==> config.mk <==
export PLATFORM = sky130hd
export DESIGN_NAME = round_robin_tabla_pesos
export DESIGN_NICKNAME = d
export VERILOG_FILES = /design/src/rtl/round_robin_tabla_pesos.sv
export SDC_FILE = /design/constraint.sdc
export NUM_CORES = 1
export LEC_CHECK = 0
export ABC_AREA = 1
export CORE_UTILIZATION = 43
export DETAILED_ROUTE_END_ITERATION = 10
export GPL_TIMING_DRIVEN = 0
export PLACE_DENSITY = 0.72
export SLEW_MARGIN = 5
export SYNTH_ARGS = -nofsm -noshare
export SYNTH_HDL_FRONTEND = slang
export SYNTH_SLANG_ARGS = --single-unit
==> constraint.sdc <==
create_clock -name clk -period 3.2 [get_ports clk]
set_clock_uncertainty 0.2 [all_clocks]
set_input_delay 0.32 -clock clk [delete_from_list [all_inputs] [get_ports clk]]
set_output_delay 0.32 -clock clk [all_outputs]
set_load 0.02 [all_outputs]
==> src/rtl/round_robin_tabla_pesos.sv <==
// Table-driven weighted round-robin arbiter: walks a {queue, weight} table, granting each queue up to weight pops.
// Optional RR_TABLA_LOOKAHEAD_EN makes the walk work-conserving (no bubbles on empty queues).
module round_robin_tabla_pesos #(
   parameter int QUEUE_QUANTITY = 4,
   parameter int MAX_WEIGHT     = 64,
   parameter int TABLE_SIZE     = 8,
   localparam int SW = (QUEUE_QUANTITY > 1) ? $clog2(QUEUE_QUANTITY) : 1,
   localparam int WW = (MAX_WEIGHT > 1) ? $clog2(MAX_WEIGHT) : 1,
   localparam int PW = (TABLE_SIZE > 1) ? $clog2(TABLE_SIZE) : 1
) (
   input  logic                     clk,
   input  logic                     rst,
   input  logic                     enb,
   input  logic                     cfg_load,
   input  logic [TABLE_SIZE*WW-1:0] pesos,
   input  logic [TABLE_SIZE*SW-1:0] selecciones,
   input  logic [QUEUE_QUANTITY-1:0] buf_empty,
   input  logic                     pop,
   output logic [SW-1:0]            selector,
   output logic                     selector_enb,
   output logic [PW-1:0]            tabla_idx,
   output logic [WW-1:0]            credito
);

   typedef enum logic [1:0] {IDLE, CARGA, SERVICIO} state_t;

   state_t        state_reg;
   logic [PW-1:0] ptr_reg;
   logic [WW-1:0] credito_reg;
   logic [WW-1:0] shadow_w_reg [TABLE_SIZE];
   logic [SW-1:0] shadow_s_reg [TABLE_SIZE];

   logic [WW-1:0] pesos_arr [TABLE_SIZE];
   logic [SW-1:0] sel_arr   [TABLE_SIZE];

   logic          carga_found;
   logic [PW-1:0] carga_idx;
   logic          scan_found;
   logic [PW-1:0] scan_idx;
   logic [PW-1:0] adv_idx;
   logic [WW-1:0] eff_credit;

   generate
      for (genvar gi = 0; gi < TABLE_SIZE; gi++) begin : g_unpack
         assign pesos_arr[gi] = pesos[gi*WW +: WW];
         assign sel_arr[gi]   = selecciones[gi*SW +: SW];
      end
   endgenerate

   // First nonzero entry of the incoming table, scanned from entry 0.
   always_comb begin
      carga_found = 1'b0;
      carga_idx   = '0;
      for (int k = TABLE_SIZE - 1; k >= 0; k--) begin
         if (pesos_arr[k] != '0) begin
            carga_found = 1'b1;
            carga_idx   = PW'(k);
         end
      end
   end

`ifdef RR_TABLA_LOOKAHEAD_EN
   // First weighted entry with a non-empty queue, starting at ptr and wrapping.
   always_comb begin
      int            j;
      logic [PW-1:0] jj;
      j          = 0;
      jj         = '0;
      scan_found = 1'b0;
      scan_idx   = ptr_reg;
      for (int k = TABLE_SIZE - 1; k >= 0; k--) begin
         j = int'(ptr_reg) + k;
         if (j >= TABLE_SIZE) j = j - TABLE_SIZE;
         jj = PW'(j);
         if (shadow_w_reg[jj] != '0 && !buf_empty[shadow_s_reg[jj]]) begin
            scan_found = 1'b1;
            scan_idx   = jj;
         end
      end
   end
`else
   assign scan_found = !buf_empty[shadow_s_reg[ptr_reg]];
   assign scan_idx   = ptr_reg;
`endif

   // Next nonzero entry after scan_idx; offset TABLE_SIZE lands on scan_idx itself.
   always_comb begin
      int            j;
      logic [PW-1:0] jj;
      j       = 0;
      jj      = '0;
      adv_idx = scan_idx;
      for (int k = TABLE_SIZE; k >= 1; k--) begin
         j = int'(scan_idx) + k;
         if (j >= TABLE_SIZE) j = j - TABLE_SIZE;
         jj = PW'(j);
         if (shadow_w_reg[jj] != '0) adv_idx = jj;
      end
   end

   assign eff_credit = (scan_idx == ptr_reg) ? credito_reg : shadow_w_reg[scan_idx];

   always_ff @(posedge clk or negedge rst) begin
      if (!rst) begin
         state_reg   <= IDLE;
         ptr_reg     <= '0;
         credito_reg <= '0;
         for (int k = 0; k < TABLE_SIZE; k++) begin
            shadow_w_reg[k] <= '0;
            shadow_s_reg[k] <= '0;
         end
      end else if (enb) begin
         case (state_reg)
            IDLE: state_reg <= CARGA;
            CARGA: begin
               for (int k = 0; k < TABLE_SIZE; k++) begin
                  shadow_w_reg[k] <= pesos_arr[k];
                  shadow_s_reg[k] <= sel_arr[k];
               end
               if (carga_found) begin
                  state_reg   <= SERVICIO;
                  ptr_reg     <= carga_idx;
                  credito_reg <= pesos_arr[carga_idx];
               end else begin
                  ptr_reg     <= '0;
                  credito_reg <= '0;
               end
            end
            SERVICIO: begin
               if (cfg_load) begin
                  state_reg <= CARGA;
               end else if (scan_found && pop) begin
                  if (eff_credit > WW'(1)) begin
                     ptr_reg     <= scan_idx;
                     credito_reg <= eff_credit - WW'(1);
                  end else begin
                     ptr_reg     <= adv_idx;
                     credito_reg <= shadow_w_reg[adv_idx];
                  end
               end
`ifndef RR_TABLA_LOOKAHEAD_EN
               else if (!scan_found) begin
                  // Empty queue: drop remaining credit and move on.
                  ptr_reg     <= adv_idx;
                  credito_reg <= shadow_w_reg[adv_idx];
               end
`endif
            end
            default: state_reg <= IDLE;
         endcase
      end
   end

   assign selector     = (state_reg == SERVICIO) ? shadow_s_reg[scan_idx] : '0;
   assign selector_enb = enb && (state_reg == SERVICIO) && scan_found;
   assign tabla_idx    = ptr_reg;
   assign credito      = credito_reg;

endmodule

Yosys cells after proc, flatten, opt, wreduce, memory -nomap -nowiden
Index checks and enable logic that the tools add are counted.

$add $sub $neg: 17. Order comparisons: 21. Equality and inequality tests: 7. Multiplexer cells: 83. Bitwise logic cells: 11. Reduce and logical (&&, ||, !) cells: 26.

Operators by type and width (number): 6-bit binary-select mux with 3-bit select (10); 6-bit two-way mux (25); 6-bit nonzero test (16); 3-bit two-way mux (29); 4-bit greater-or-equal comparator (second input constant) (18); 3-bit inverter with 4-bit output (11); 3-bit by 1-bit subtractor with 3-bit output (second input constant) (8); 3-bit by 3-bit adder with 4-bit output (second input constant) (4); 6-bit case mux with 2 select lines (1); 2-bit two-way mux (5); 1-bit two-way mux (9); 3-bit by 2-bit adder with 4-bit output (second input constant) (2); 2-bit binary-select mux with 3-bit select (1); 6-bit by 1-bit > comparator with 1-bit output (second input constant) (1); 2-bit inequality test (second input constant) (3); 3-bit inequality test (second input constant) (2); 2-bit case mux with 3 select lines (1); 3-bit case mux with 2 select lines (1); 6-bit by 1-bit subtractor with 6-bit output (second input constant) (1); 3-bit by 4-bit adder with 5-bit output (second input constant) (1); 5-bit by 4-bit greater-or-equal comparator with 1-bit output (second input constant) (1); 5-bit AND reduction (1); 3-bit by 1-bit adder with 4-bit output (second input constant) (1); 4-bit AND reduction (1); other kinds (10) (12).

Flip-flop bits (word level): 75. Logic and storage cells: 184.

Depth between registers and ports, before layout
Gate-level depths: netlist (run 1).

Word-level depth: 24. Mapped depth: 28. Mapped depth without buffers: 23.

Least setup slack after synthesis (run 1)
No wires, ideal clock.

Path type: flip-flop to flip-flop. From: register ptr_reg[0] (netlist: tabla_idx[0]). To: register credito_reg[3] (netlist: credito[3]). Library setup time: 122 ps. Arrival time: 3045 ps. Data required time: 2878 ps. Path slack: -168 ps. Stages on the path, launching flop included: 26. Cell sequence: dfrtp_1 > buf_6 > inv_2 > buf_6 > buf_6 > buf_2 > ha_1 > clkbuf_1 > nor2_1 > nand3_1 > nand2_1 > nand2_1 > nand2_1 > inv_1 > a21oi_2 > o21ai_0 > clkinv_1 > nand2_1 > nand2_1 > o21ai_1 > buf_2 > nand3_1 > nand3_1 > nand3_1 > nand2_1 > a21oi_1.

Longest elaborated chain between the ends: 24. Elaborated cells between the ends (all ways): 99.

Ends and longest elaborated chain: start, declared (RTL line 28) `logic [PW-1:0] ptr_reg;`; start signal, assigned (RTL line 122) `ptr_reg <= carga_idx;`; start signal, assigned (RTL line 134) `ptr_reg <= scan_idx;`; start signal, assigned (RTL line 137) `ptr_reg <= adv_idx;`; 3-bit by 4-bit adder with 5-bit output (RTL line 94) `j = int'(scan_idx) + k;`; 5-bit by 4-bit greater-or-equal comparator with 1-bit output or 3-bit by 1-bit subtractor with 3-bit output (tied branches) (RTL line 95) `if (j >= TABLE_SIZE) j = j - TABLE_SIZE;`; 3-bit two-way mux (RTL line 95); 3-bit inverter with 4-bit output (implied by the code) (RTL line 97) `if (shadow_w_reg[jj] != '0) adv_idx = jj;`; 6-bit binary-select mux with 3-bit select (RTL line 97); 6-bit two-way mux (implied by the code) (2 in series) (RTL line 97); 6-bit nonzero test (RTL line 97); 3-bit two-way mux (8 in series) (RTL line 97); 3-bit inverter with 4-bit output (implied by the code) (RTL line 138, 145); 6-bit binary-select mux with 3-bit select (RTL line 138, 145); 6-bit two-way mux (implied by the code) (2 in series) (RTL line 138, 145); 6-bit two-way mux, on equally long branches (RTL line 142, 133); 6-bit two-way mux (RTL line 132) `end else if (scan_found && pop) begin`; 6-bit two-way mux (RTL line 130) `if (cfg_load) begin`; 6-bit case mux with 2 select lines (RTL line 113) `case (state_reg)`; end signal, assigned (RTL line 135) `credito_reg <= eff_credit - WW'(1);`; end signal, assigned (RTL line 138) `credito_reg <= shadow_w_reg[adv_idx];`; end signal, assigned (RTL line 145) `credito_reg <= shadow_w_reg[adv_idx];`; end, declared (RTL line 29) `logic [WW-1:0] credito_reg;`.

Several ways; a longest one is shown, not always the timed one. The select of a mux whose other input is x is not followed. A chain may end at the register's enable or synchronous reset.

Worst setup path in the final report (run 1)
From: register ptr_reg[0] (netlist: tabla_idx[0]). To: register credito_reg[2] (netlist: credito[2]).

Same word-level chain as after synthesis.

==> results of run 1 <==
routing by layer:
layer	track usage, %	vias to the layer above	part of all wire (%)	wire length [microns]
met5	0	-	0	0
met4	14.6	0	4.5	898
met3	3.91	69	8.0	1590
met2	48.8	312	46	9210
met1	39.7	2942	41	8120
li1	-	3085	-	-
Yosys cell counts (all sizes together):
cell / number
o22ai: 1
o211ai: 9
o2111ai: 1
inv: 102
o21ai: 81
a22oi: 4
buf: 22
nor3: 5
nor4: 3
mux2: 22
nand2: 242
o31ai: 1
ha: 4
dfrtp: 75
clkbuf: 18
xnor2: 4
nand3b: 2
nand4: 12
nor2: 98
o21a: 2
a21oi: 44
nand3: 114
clkinv: 2
a31oi: 2
xor2: 3
critical path: cells and delay by family (launching register included):
kind	cells	cell delay [ns]
simple gates	14	1.19
flops	1	0.36
fa+ha+maj	1	0.31
buf+inv	7	0.82
compound gates	2	0.23
final timing paths:
kind	cells past startpoint	slack (ns)	end	start
max reg2reg	24	-0.04	credito[2]	tabla_idx[0]
min in group clk	1	0.31	shadow_s_reg[13]	shadow_s_reg[13]
max	24	-0.04	credito[2]	tabla_idx[0]
min	2	0.18	credito[3]	rst
max in group asynchronous	3	2.04	tabla_idx[0]	rst
min reg2reg	1	0.31	shadow_s_reg[13]	shadow_s_reg[13]
cell families (layout without fill, tap and decap cells):
group | after synthesis | in the layout | synth area share (%)
compound gates | 145 | 145 | 14.1
xor+xnor | 7 | 7 | 1.08
fa+ha+maj | 4 | 4 | 0.883
buf+inv | 144 | 266 | 10.8
flops | 75 | 75 | 33.1
mux | 22 | 22 | 4.37
simple gates | 476 | 476 | 35.7
what timing repair did:
item	CTS	global route
pin swaps	10	30
endpoints found under the hold margin	75	0
gates resized for setup	35	68
gates cloned	1	1
hold buffers	1	0
setup buffers	10	10
setup endpoints to repair	10	10
area by class of cell:
cell class / count / area, sq um / area share, %
multi-input cells: 654 / 3480 / 45.5
plain buffers: 39 / 298 / 3.90
repair buffers: 108 / 1070 / 14.0
inverters: 104 / 404 / 5.30
flip-flops and latches: 75 / 1880 / 24.6
clock buffers: 11 / 243 / 3.18
clock inverters: 4 / 51.3 / 0.672
well taps: 172 / 215 / 2.82
report_power, final:
part | internal [mW] | switching (mW) | leakage (nW)
combinational | 2.46 | 3.69 | 2.61
sequential | 1.42 | 0.504 | 0.890
clock | 0.621 | 0.406 | 0.142
total | 4.50 | 4.60 | 3.64
through the flow:
stage | hold slack (ns) | worst slack, ns | utilization [%] | cells | total power [mW]
2_1_floorplan | -0.176 | 0.0708 | - | 873 | 5.26
4_1_cts | 0.184 | 0.00181 | 57.3 | 1156 | 8.22
3_5_place_dp | -0.00629 | -0.470 | 53.4 | 1130 | 6.74
5_1_grt | 0.204 | -0.206 | 60.0 | 1167 | 9.74
3_3_place_gp | 0.283 | -1.44 | 53.2 | 1129 | 6.68
6_report | 0.185 | -0.0378 | 60.0 | 1167 | 9.10
==> key figures, run 1 <==
Global route
  – Largest net degree at the start of global routing: 64
  – Antenna violations before repair: 0
  – GRT Total Usage: 30.0%
  – First-pass GRT wire length: 30,700 microns
  – GRT overflow: 0
  – Vias in the first global route: 5,968

Cells and area
  – Ant. Diodes: 0
  – Syn-to-layout area delta: 34.7%
  – Finished layout cell area: 0.00763 sq mm
  – Most common library cell in the layout ignoring fill and taps: nand2_1
  – Filler instances: 1,226
  – Max reg flops: 48
  – NumNets Final: 1,068
  – Layout cells sized above 1: 16.9%
  – Most frequent cells in the layout: nand2_1, inv_1, nor2_1, nand3_1, clkdlybuf4s50_1

Placed design
  – RD Place Congestion: 0.948
  – Area post-placement: 0.00679 sq mm
  – Dpl hpwl: 15,000 microns
  – Port buffer count: 84

Yosys
  – Yosys warns: 0
  – Synth Cell Area: 0.00567 sq mm
  – Post-synth top area share: 33.1%
  – Cell taking the most area after synthesis: dfrtp_1
  – Synth Instances: 873
  – Avg Cell Area, Syn: 6.49 sq um
  – Syn Nets: 950
  – Distinct cell type count after synthesis: 38
  – Register area share after synthesis: 33.1%
  – Top post-synthesis cells by area: dfrtp_1, nand2_1, nand3_1, inv_1, nor2_1
  – Flops & latches, synth: 75

Floorplan
  – I/O pin count: 85
  – Die ar.: 0.0136 sq mm
  – Core area: 0.0127 sq mm
  – Die Ht: 117 microns
  – Standard-cell rows: 41
  – Initial core utilization: 44.6%
  – Die span in x: 117 microns

Clock network
  – CTS root buf: clkbuf_16
  – CTS tree: built
  – Worst skew pair latency: 0.34 ns
  – # clock sinks: 75
  – CTS buffer count: 9
  – Clock Tree Buf Depth: 2
  – H-tree levels: 3
  – Clk slew on worst S/H paths: 0.06 ns

Critical path
  – Required @ worst endpoint: 3.23 ns
  – CP Max Fanout: 6
  – Critical Path Source Type: register
  – Critical path type: reg -> reg
  – Crit path cell chain: buf_6 -> inv_4 -> buf_12 -> buf_12 -> ha_4 -> clkbuf_16 -> nand3_4 -> nand2_2 -> nor2_2 -> nand2_2 -> nand2_4 -> buf_6 -> o211ai_1 -> nand3_1 -> nand2_1 -> nand2_1 -> nand2_1 -> nand2_2 -> nand2_4 -> clkinvlp_4 -> nand3_2 -> nand3_2 -> nand2_2 -> a21oi_2
  – Most frequent CP cell: nand2_2
  – Slowest cell on crit path: dfrtp_2
  – Max stage delay on crit path: 0.36 ns
  – Worst Setup End Kind: register
  – Worst EP arrival: 3.27 ns

Min path
  – Worst min path class: in -> async

Timing
  – Hold violation count in the final report: 0
  – Period minus WS final: 3.24 ns
  – Setup WS post-layout: -0.0378 ns
  – Final setup vio count: 3
  – Final slew viol count: 0
  – F_max: 309 MHz
  – Max transition margin: 52.9%
  – Post-route setup TNS: -0.0576 ns
  – Final worst path period share: 101%
  – Unrepaired setup endpoints after global routing: true
  – Slew at the pin with the worst max-slew slack: 0.707 ns

Run status
  – Failing checks: negative setup slack
  – Status: complete, but fails checks

Route
  – Drt drc: 0
  – Final WL: 19,800 microns
  – Routed Antenna Nets: 0
  – Detailed Route Iter0 Violations: 583
  – Drt wl/cell: 17.0 microns
  – Via-to-Cell Ratio: 5.49
  – DR pass1 iterations: 5
  – Vias: 6,408

Power
  – Worst VDD drop: 495 uV
  – Leakage power: 3.64 nW
  – Power Density: 1190 mW/mm^2

Flow run
  – Max_cap viols: 0
(Power assumes the default switching activity.)
==> run 2, diff against run 1 <==
--- a/config.mk
+++ b/config.mk
@@ -7,6 +7,7 @@
 export LEC_CHECK = 0
 export ABC_AREA = 1
 export CORE_UTILIZATION = 43
+export CTS_CLUSTER_DIAMETER = 60
 export DETAILED_ROUTE_END_ITERATION = 10
 export GPL_TIMING_DRIVEN = 0
 export PLACE_DENSITY = 0.72
==> results of run 2 <==
No change in the layout: final DEF, timing and power equal those of run 1.
